--- src/rtl/max_exp_collect.sv ---
// max_exp_collect
//   Gathers up to DEPTH denormalized partial products into a group and tracks
//   the group's maximum exponent. Once the group closes (early via i_last, or
//   when the buffer fills), it replays every entry in arrival order alongside
//   that maximum so the align stage can shift each operand against a single
//   reference exponent.
//
// Ports
//   i_clk, i_rst           clock; asynchronous active-high reset
//   i_valid / o_ready      upstream handshake for one (pp, exp) entry
//   i_pp[3:0]              partial product: bit 3 sign, bits 2:0 magnitude
//   i_exp[5:0]             unsigned exponent of i_pp
//   i_last                 entry closes the group early
//   o_valid / i_ready      downstream handshake for one operand triple
//   o_pp, o_exp            buffered entry, returned bit-identical
//   o_max_exp              group maximum exponent, held for the whole group
//   o_last                 marks the final triple of the group
module max_exp_collect #(
    parameter int DEPTH = 8
) (
    input  logic       i_clk,
    input  logic       i_rst,
    input  logic       i_valid,
    output logic       o_ready,
    input  logic [3:0] i_pp,
    input  logic [5:0] i_exp,
    input  logic       i_last,
    output logic       o_valid,
    input  logic       i_ready,
    output logic [3:0] o_pp,
    output logic [5:0] o_exp,
    output logic [5:0] o_max_exp,
    output logic       o_last
);

    localparam int CW = $clog2(DEPTH);

    typedef enum logic {COLLECT, EMIT} state_t;

    state_t        state;
    logic [CW-1:0] cnt;      // next free slot while collecting
    logic [CW-1:0] rd;       // slot currently presented while emitting
    logic [CW-1:0] size_m1;  // group size minus one, latched at close
    logic [5:0]    run_max;

    logic [3:0] pp_mem  [DEPTH];
    logic [5:0] exp_mem [DEPTH];

    logic          accept;
    logic          close;
    logic [5:0]    max_nxt;
    logic [CW-1:0] rd_nxt;

    // o_ready is a register that is only ever 1 in COLLECT, so acceptance
    // implies the COLLECT state without decoding it again.
    assign accept  = i_valid && o_ready;
    assign close   = accept && (i_last || (cnt == CW'(DEPTH - 1)));
    // Zero-magnitude entries carry no information about alignment, so they
    // never raise the maximum.
    assign max_nxt = (accept && (|i_pp[2:0]) && (i_exp > run_max)) ? i_exp : run_max;
    assign rd_nxt  = rd + 1'b1;

    // Entry storage: no reset, contents are only ever read after being written.
    always_ff @(posedge i_clk) begin
        if (accept) begin
            pp_mem[cnt]  <= i_pp;
            exp_mem[cnt] <= i_exp;
        end
    end

    always_ff @(posedge i_clk or posedge i_rst) begin
        if (i_rst) begin
            state     <= COLLECT;
            cnt       <= '0;
            rd        <= '0;
            size_m1   <= '0;
            run_max   <= '0;
            o_ready   <= 1'b0;
            o_valid   <= 1'b0;
            o_pp      <= '0;
            o_exp     <= '0;
            o_max_exp <= '0;
            o_last    <= 1'b0;
        end else begin
            case (state)
                COLLECT: begin
                    o_ready <= 1'b1;
                    if (accept) begin
                        cnt     <= cnt + 1'b1;
                        run_max <= max_nxt;
                    end
                    if (close) begin
                        // Preload slot 0 so the first triple appears one cycle
                        // after the closing acceptance. A one-entry group has
                        // slot 0 being written this very edge, so bypass it.
                        state     <= EMIT;
                        o_ready   <= 1'b0;
                        o_valid   <= 1'b1;
                        cnt       <= '0;
                        rd        <= '0;
                        size_m1   <= cnt;
                        o_max_exp <= max_nxt;
                        o_pp      <= (cnt == '0) ? i_pp  : pp_mem[0];
                        o_exp     <= (cnt == '0) ? i_exp : exp_mem[0];
                        o_last    <= (cnt == '0);
                    end
                end
                EMIT: begin
                    if (i_ready) begin
                        if (o_last) begin
                            state   <= COLLECT;
                            o_valid <= 1'b0;
                            o_ready <= 1'b1;
                            o_last  <= 1'b0;
                            rd      <= '0;
                            cnt     <= '0;
                            run_max <= '0;
                        end else begin
                            rd     <= rd_nxt;
                            o_pp   <= pp_mem[rd_nxt];
                            o_exp  <= exp_mem[rd_nxt];
                            o_last <= (rd_nxt == size_m1);
                        end
                    end
                end
                default: state <= COLLECT;
            endcase
        end
    end

endmodule

--- config.mk ---
export PLATFORM = sky130hd
export DESIGN_NAME = max_exp_collect
export DESIGN_NICKNAME = d
export VERILOG_FILES = /design/src/rtl/max_exp_collect.sv
export SDC_FILE = /design/constraint.sdc
export NUM_CORES = 1
export LEC_CHECK = 0
export BUFFER_PORTS_ARGS = -buffer_cell sky130_fd_sc_hd__buf_2
export CORE_UTILIZATION = 40
export DETAILED_ROUTE_END_ITERATION = 16
export GPL_TIMING_DRIVEN = 0
export SYNTH_ARGS = -nofsm -noshare
export SYNTH_HDL_FRONTEND = slang
export SYNTH_SLANG_ARGS = --single-unit
--- constraint.sdc ---
create_clock -name i_clk -period 3 [get_ports i_clk]
set_input_delay 0.9 -clock i_clk [delete_from_list [all_inputs] [get_ports i_clk]]
set_output_delay 0.9 -clock i_clk [all_outputs]
set_load 0.02 [all_outputs]
# After elaboration in Yosys (flattened, before gate mapping)
# Memories as Yosys holds them, arrays and structs flattened.
# Cells that the tools add are included.
[totals]
regBits = 35
ram_bits = 80
in_bits = 15
elab_cells = 81
memories = 2
[classes]
addsub = 2
order_cmp = 1
eq_ne = 8
mux = 42
bitwise_logic = 1
n_reduce_logical = 14
[memory_table]
columns = ["name", "depth", "word_bits", "rd", "rd_clocked_by_memory_dff", "write_ports", "line_no", "rtl"]
rows = [
  ["exp_mem", 8, 6, 2, 0, 1, "47", "logic [5:0] exp_mem [DEPTH];"],
  ["pp_mem", 8, 4, 2, 0, 1, "46", "logic [3:0] pp_mem [DEPTH];"],
]
[ops]
columns = ["cell", "n"]
rows = [
  ["6-bit two-way mux", 8],
  ["6-bit case mux with 2 select lines", 2],
  ["3-bit two-way mux", 7],
  ["4-bit two-way mux", 4],
  ["1-bit two-way mux", 14],
  ["3-bit case mux with 2 select lines", 2],
  ["3-bit AND reduction", 4],
  ["2-bit != test (second input constant)", 5],
  ["1-bit case mux with 2 select lines", 4],
  ["4-bit case mux with 2 select lines", 1],
  ["3-bit by 1-bit adder with 3-bit output (second input constant)", 2],
  ["6-bit greater-than comparator", 1],
  ["2-bit AND reduction", 3],
  ["1-bit logical AND", 4],
  ["3-bit == test", 1],
  ["3-bit == test (second input constant)", 1],
  ["3-bit zero test", 1],
  ["3-bit != test (second input constant)", 1],
  ["3-bit OR reduction", 1],
  ["1-bit logical OR", 1],
  ["1-bit NOT", 1],
]

# Logic depth before layout (Yosys ltp)
[logic_depth]
depth_word = 6
depth_mapped = 8
mapped_depth_nobuf = 6

# Worst setup path after synthesis
# Ideal clock, no wire load.
[synth_path]
path_type = "in2reg"
start = "input i_exp[5]"
end = "register o_max_exp[2]"
t_arrival_ns = 2.382
setup_slack_ns = 0.536
path_stages = 6
cell_sequence = "ha_1 and4_4 a311o_1 buf_6 a311o_1 a31oi_1"
[synth_between]
elab_chain_cells = 3
[synth_lines]
columns = ["item", "line_no", "rtl"]
rows = [
  ["from (decl)", "26", "input logic [5:0] i_exp,"],
  ["6-bit greater-than comparator", "60", "assign max_nxt = (accept && (|i_pp[2:0]) && (i_exp > run_max)) ? i_exp : run_max;"],
  ["1-bit logical AND", "60", ""],
  ["6-bit two-way mux", "60", ""],
  ["to (signal assigned)", "102", "o_max_exp <= max_nxt;"],
  ["to (decl)", "32", "output logic [5:0] o_max_exp,"],
]
# Every way passes these cells.
# A chain may end at the register's enable or synchronous reset.

# Worst setup path after layout
[layout_path]
start = "input i_exp[5]"
end = "register run_max[5]"
[layout_between]
elab_chain_cells = 5
[layout_lines]
columns = ["item", "line_no", "rtl"]
rows = [
  ["6-bit greater-than comparator", "60", ""],
  ["1-bit logical AND", "60", ""],
  ["6-bit two-way mux (*)", "60", ""],
  ["6-bit two-way mux (*)", "88", "if (accept) begin"],
  ["6-bit case mux with 2 select lines (*)", "85", "case (state)"],
  ["to (signal assigned)", "90", "run_max <= max_nxt;"],
  ["to (decl)", "44", "logic [5:0] run_max;"],
]
# Mark *: on every way between the ends. The rest lies on a longest branch, timed or not. The select of a mux whose other input is x is not followed.

==> impl_metrics.yaml <==
grt:
  grt_pass1_wl_um: 17700
  global_route.overflow_total: 0
  antenna_found_initial: 0
  grt_usage: 0.186
  grt_max_degree: 36
  vias_in_the_first_global_route: 3260
clock_network:
  tritoncts_sink_count: 115
  h-tree-depth: 4
  worstSkewPairLatency_ns: 0.41
  clock_tree_from_tritoncts: "yes"
  cts.path.max_buffers: 2
  clk_root_buffer_cell: "clkbuf_16"
  worst_setup_hold_path_clk_slew_ns: 0.05
  numCtsBuffers: 17
  post-cts-setup-buffer-count: 0
  ctsResizeCount: 0
  ctsHoldBuffers: 0
worst_setup_path:
  r2r_cells: 7
  critical_path.max_fanout: 11
  worst_setup_path_end_kind: "flip-flop"
  worst_r2r_endpoint: "run_max[5]"
  crit-reg2reg-launch: "run_max[5]"
  worst_setup_path_startpoint: "i_exp[5]"
  timing.setup.critical_path_class: "in -> reg"
  cp.required_ns: 3.26
  startpoint_type: "input port"
  worstSetupEndpoint: "run_max[5]"
  reg2reg_slack_ns: 0.70
  worst_path_arrival_time_ns: 2.84
sta:
  report.final.hold_viol_count: 0
  grt_setup_unrepaired: "false"
  worst-slew-pin-transition_ns: 0.980
  layout_min_cycle_time_ns: 2.58
  slew_viol_final: 0
  fmax_mhz: 387
  worst_clock_skew_ns: 0.00734
  slew-limit-headroom: 0.344
  final_min_period_over_clock_period: 0.861
  setup_viol_count_final: 0
synth:
  synth_largest_area_cell: "edfxtp_1"
  ys_warn_count: 0
  async_set_or_reset_register_ratio_after_synthesis: 0.304
  adder_and_majority_gate_portion_of_the_synthesized_area: 0.0245
  post_synth_instance_area_sq_um: 5100
  syn_avg_cell_area_sq_um: 15.1
  yosys.area.top_type_share: 0.471
  netlist_top_cells_area: "edfxtp_1, dfrtp_1, mux4_2, mux2_2, ha_1"
  synth_top_family_by_area: "multiplexers"
  syn-num-nets: 363
  yosys.area_share.xor_xnor: 0.00859
  synth_mux_area_frac: 0.137
  dominantRegCellSynth: "edfxtp_1"
  synth-simple-area-share: 0.0584
  area_fraction_in_compound_gates_after_synthesis: 0.0932
  synth.yosys.seq_area_share: 0.643
  synth-edff-count: 80
  synthesis.instances: 338
  number_of_register_bits_inferred_by_synthesis: 115
  yosys.cell_types.count: 42
cells_and_area:
  diodes: 0
  area_growth_syn_to_layout_pct: 20.9
  filler_cell_count: 1059
  finalNetCount: 417
  layout.cells.non_filler: 573
  final_core_util: 0.505
  final_cell_area_sq_um: 6170
  final_layout_size_suffix_gt1_frac: 0.279
power:
  share_comb_of_total_power: 0.309
  leakagePower_uw: 0.00232
  netSwitchingPower_uw: 1940
  pwr-share-seq: 0.341
  pwr_density_cell_nw_per_um2: 1020
  clkPwrFrac: 0.350
  p_int_uw: 4380
  power.share.switching: 0.306
  peakVddDrop_mv: 0.461
floorplan:
  die_area_sq_um: 13200
  core_sq_um: 12200
  boundaryPins: 34
  placement_rows: 40
  floorplan.initialDensity: 0.418
  dieHeight_um: 115
  fp.dieW_um: 115
worst_hold_path:
  worstHoldPathType: "reg -> reg"
  hp-start: "o_valid"
drt:
  number_of_vias_in_the_routed_layout: 3081
  detail-route-antenna-nets: 0
  detailedRoute.firstIterationViolations: 221
  wl_um: 11000
  post-route-drc-count: 0
  avgRoutedWirePerCell_um: 19.3
  drtPass1Iterations: 6
  routed_via_density: 5.38
placed_design:
  weighted_congestion_at_the_end_of_routability_driven_global_placement: 0.782
  port_buffers: 33
  dpl_cell_area_sq_um: 5520
  place_inst: 541
  dpl.hpwl_um: 7490
job:
  maxCapViolations: 0
outcome:
  status: "finished clean"
## critical path, cell delays in order
cell      delay [ns]
buf_2           0.18
ha_1            0.34
and2_1          0.13
clkbuf_1        0.25
nand2_1         0.27
a311oi_2        0.61
o22ai_1         0.18
## Yosys cell counts, types with 2 or more instances
master / count
nand3_1: 2
and2_1: 2
buf_2: 6
a22o_1: 3
clkbuf_1: 9
o22ai_1: 6
nand3b_1: 10
xor2_1: 2
nor2b_1: 4
xnor2_1: 3
nor4_1: 2
a21oi_1: 7
a311o_1: 8
ha_1: 10
nor3_1: 5
mux4_2: 20
nor2_1: 13
o221ai_1: 9
a31oi_1: 6
a32oi_1: 6
inv_1: 25
mux2_2: 14
o21ai_0: 8
dfrtp_1: 35
mux2i_1: 9
edfxtp_1: 80
nand2_1: 19
## worst min-delay path by stage
stage                          to  slack (ns)  cells after the start
after floorplan             rd[1]        0.47                      2
after global placement    o_valid        0.48                      1
after detailed placement  o_valid        0.49                      1
after CTS                 o_valid        0.50                      1
after global routing      o_valid        0.53                      1
final                     o_valid        0.51                      1
## layout by cell type (no fill, tap or decap), types with 8 or more instances in the layout
cell	synthesis	layout
buf_2	6	39
mux2i_1	9	9
o221ai_1	9	9
edfxtp_1	80	80
nand3b_1	10	10
inv_1	25	24
mux2_2	14	14
clkbuf_1	9	11
nor2_1	13	13
mux4_2	20	20
clkbuf_16	0	17
nand2_1	19	19
o21ai_0	8	8
dfrtp_1	35	35
ha_1	10	10
a311o_1	8	8
## logic make-up (layout without fill, tap and decap cells)
logic type / Yosys count / count (layout)
DFF: 115 / 115
AOI/OAI and AO/OA: 63 / 63
and+or+nand+nor: 59 / 59
muxes: 43 / 43
buffers and inverters: 43 / 110
adders and majority gates: 10 / 10
xor gates and xnor gates: 5 / 5
## per-stage QoR
| stage | setup TNS (ns) | total power [uW] | setup WS [ns] | hold WS, ns |
|---|---|---|---|---|
| 6_report | 0 | 6320 | 0.416 | 0.507 |
| 3_3_place_gp | -4.38 | 4090 | -0.438 | 0.478 |
| 5_1_grt | 0 | 6630 | 0.298 | 0.526 |
| 4_1_cts | 0 | 6380 | 0.461 | 0.505 |
| 2_1_floorplan | 0 | 3570 | 0.536 | 0.474 |
| 3_5_place_dp | 0 | 4150 | 0.0455 | 0.491 |
## state kept, by name, summed over array words and instances (netlist names)
signal,flops
size_m1,3
o_pp,4
o_exp,6
state,1
cnt,3
pp_mem,32
o_valid,1
run_max,6
o_ready,1
rd,3
o_last,1
exp_mem,48
o_max_exp,6
## cell type report
class / instances / area, sq um / share of cell area
Clock buffer: 19 / 433 / 0.0702
Timing Repair Buffer: 35 / 184 / 0.0298
Inverter: 25 / 93.8 / 0.0152
Clock inverter: 13 / 213 / 0.0345
Sequential cell: 115 / 3280 / 0.532
Tap cell: 168 / 210 / 0.0341
Multi-Input combinational cell: 180 / 1670 / 0.270
Buffer: 18 / 87.6 / 0.0142
## power by group through the flow
| stage | Clock (uW) | Combinational [uW] | Sequential, uW |
|---|---|---|---|
| after floorplan | 0 | 1260 | 2310 |
| after global placement | 0 | 1930 | 2170 |
| after detailed placement | 0 | 1970 | 2180 |
| after CTS | 2250 | 1980 | 2160 |
| after global routing | 2320 | 2120 | 2190 |
| final | 2210 | 1950 | 2150 |
## per-layer routing
metal,part of all wire,up-vias,GRT usage
met3,0.042,14,0.0538
met2,0.50,74,0.306
li1,-,1437,-
met5,0,-,0
met1,0.44,1556,0.232
met4,0.018,0,0.0788
No activity file was read; power rests on OpenSTA's default activity.
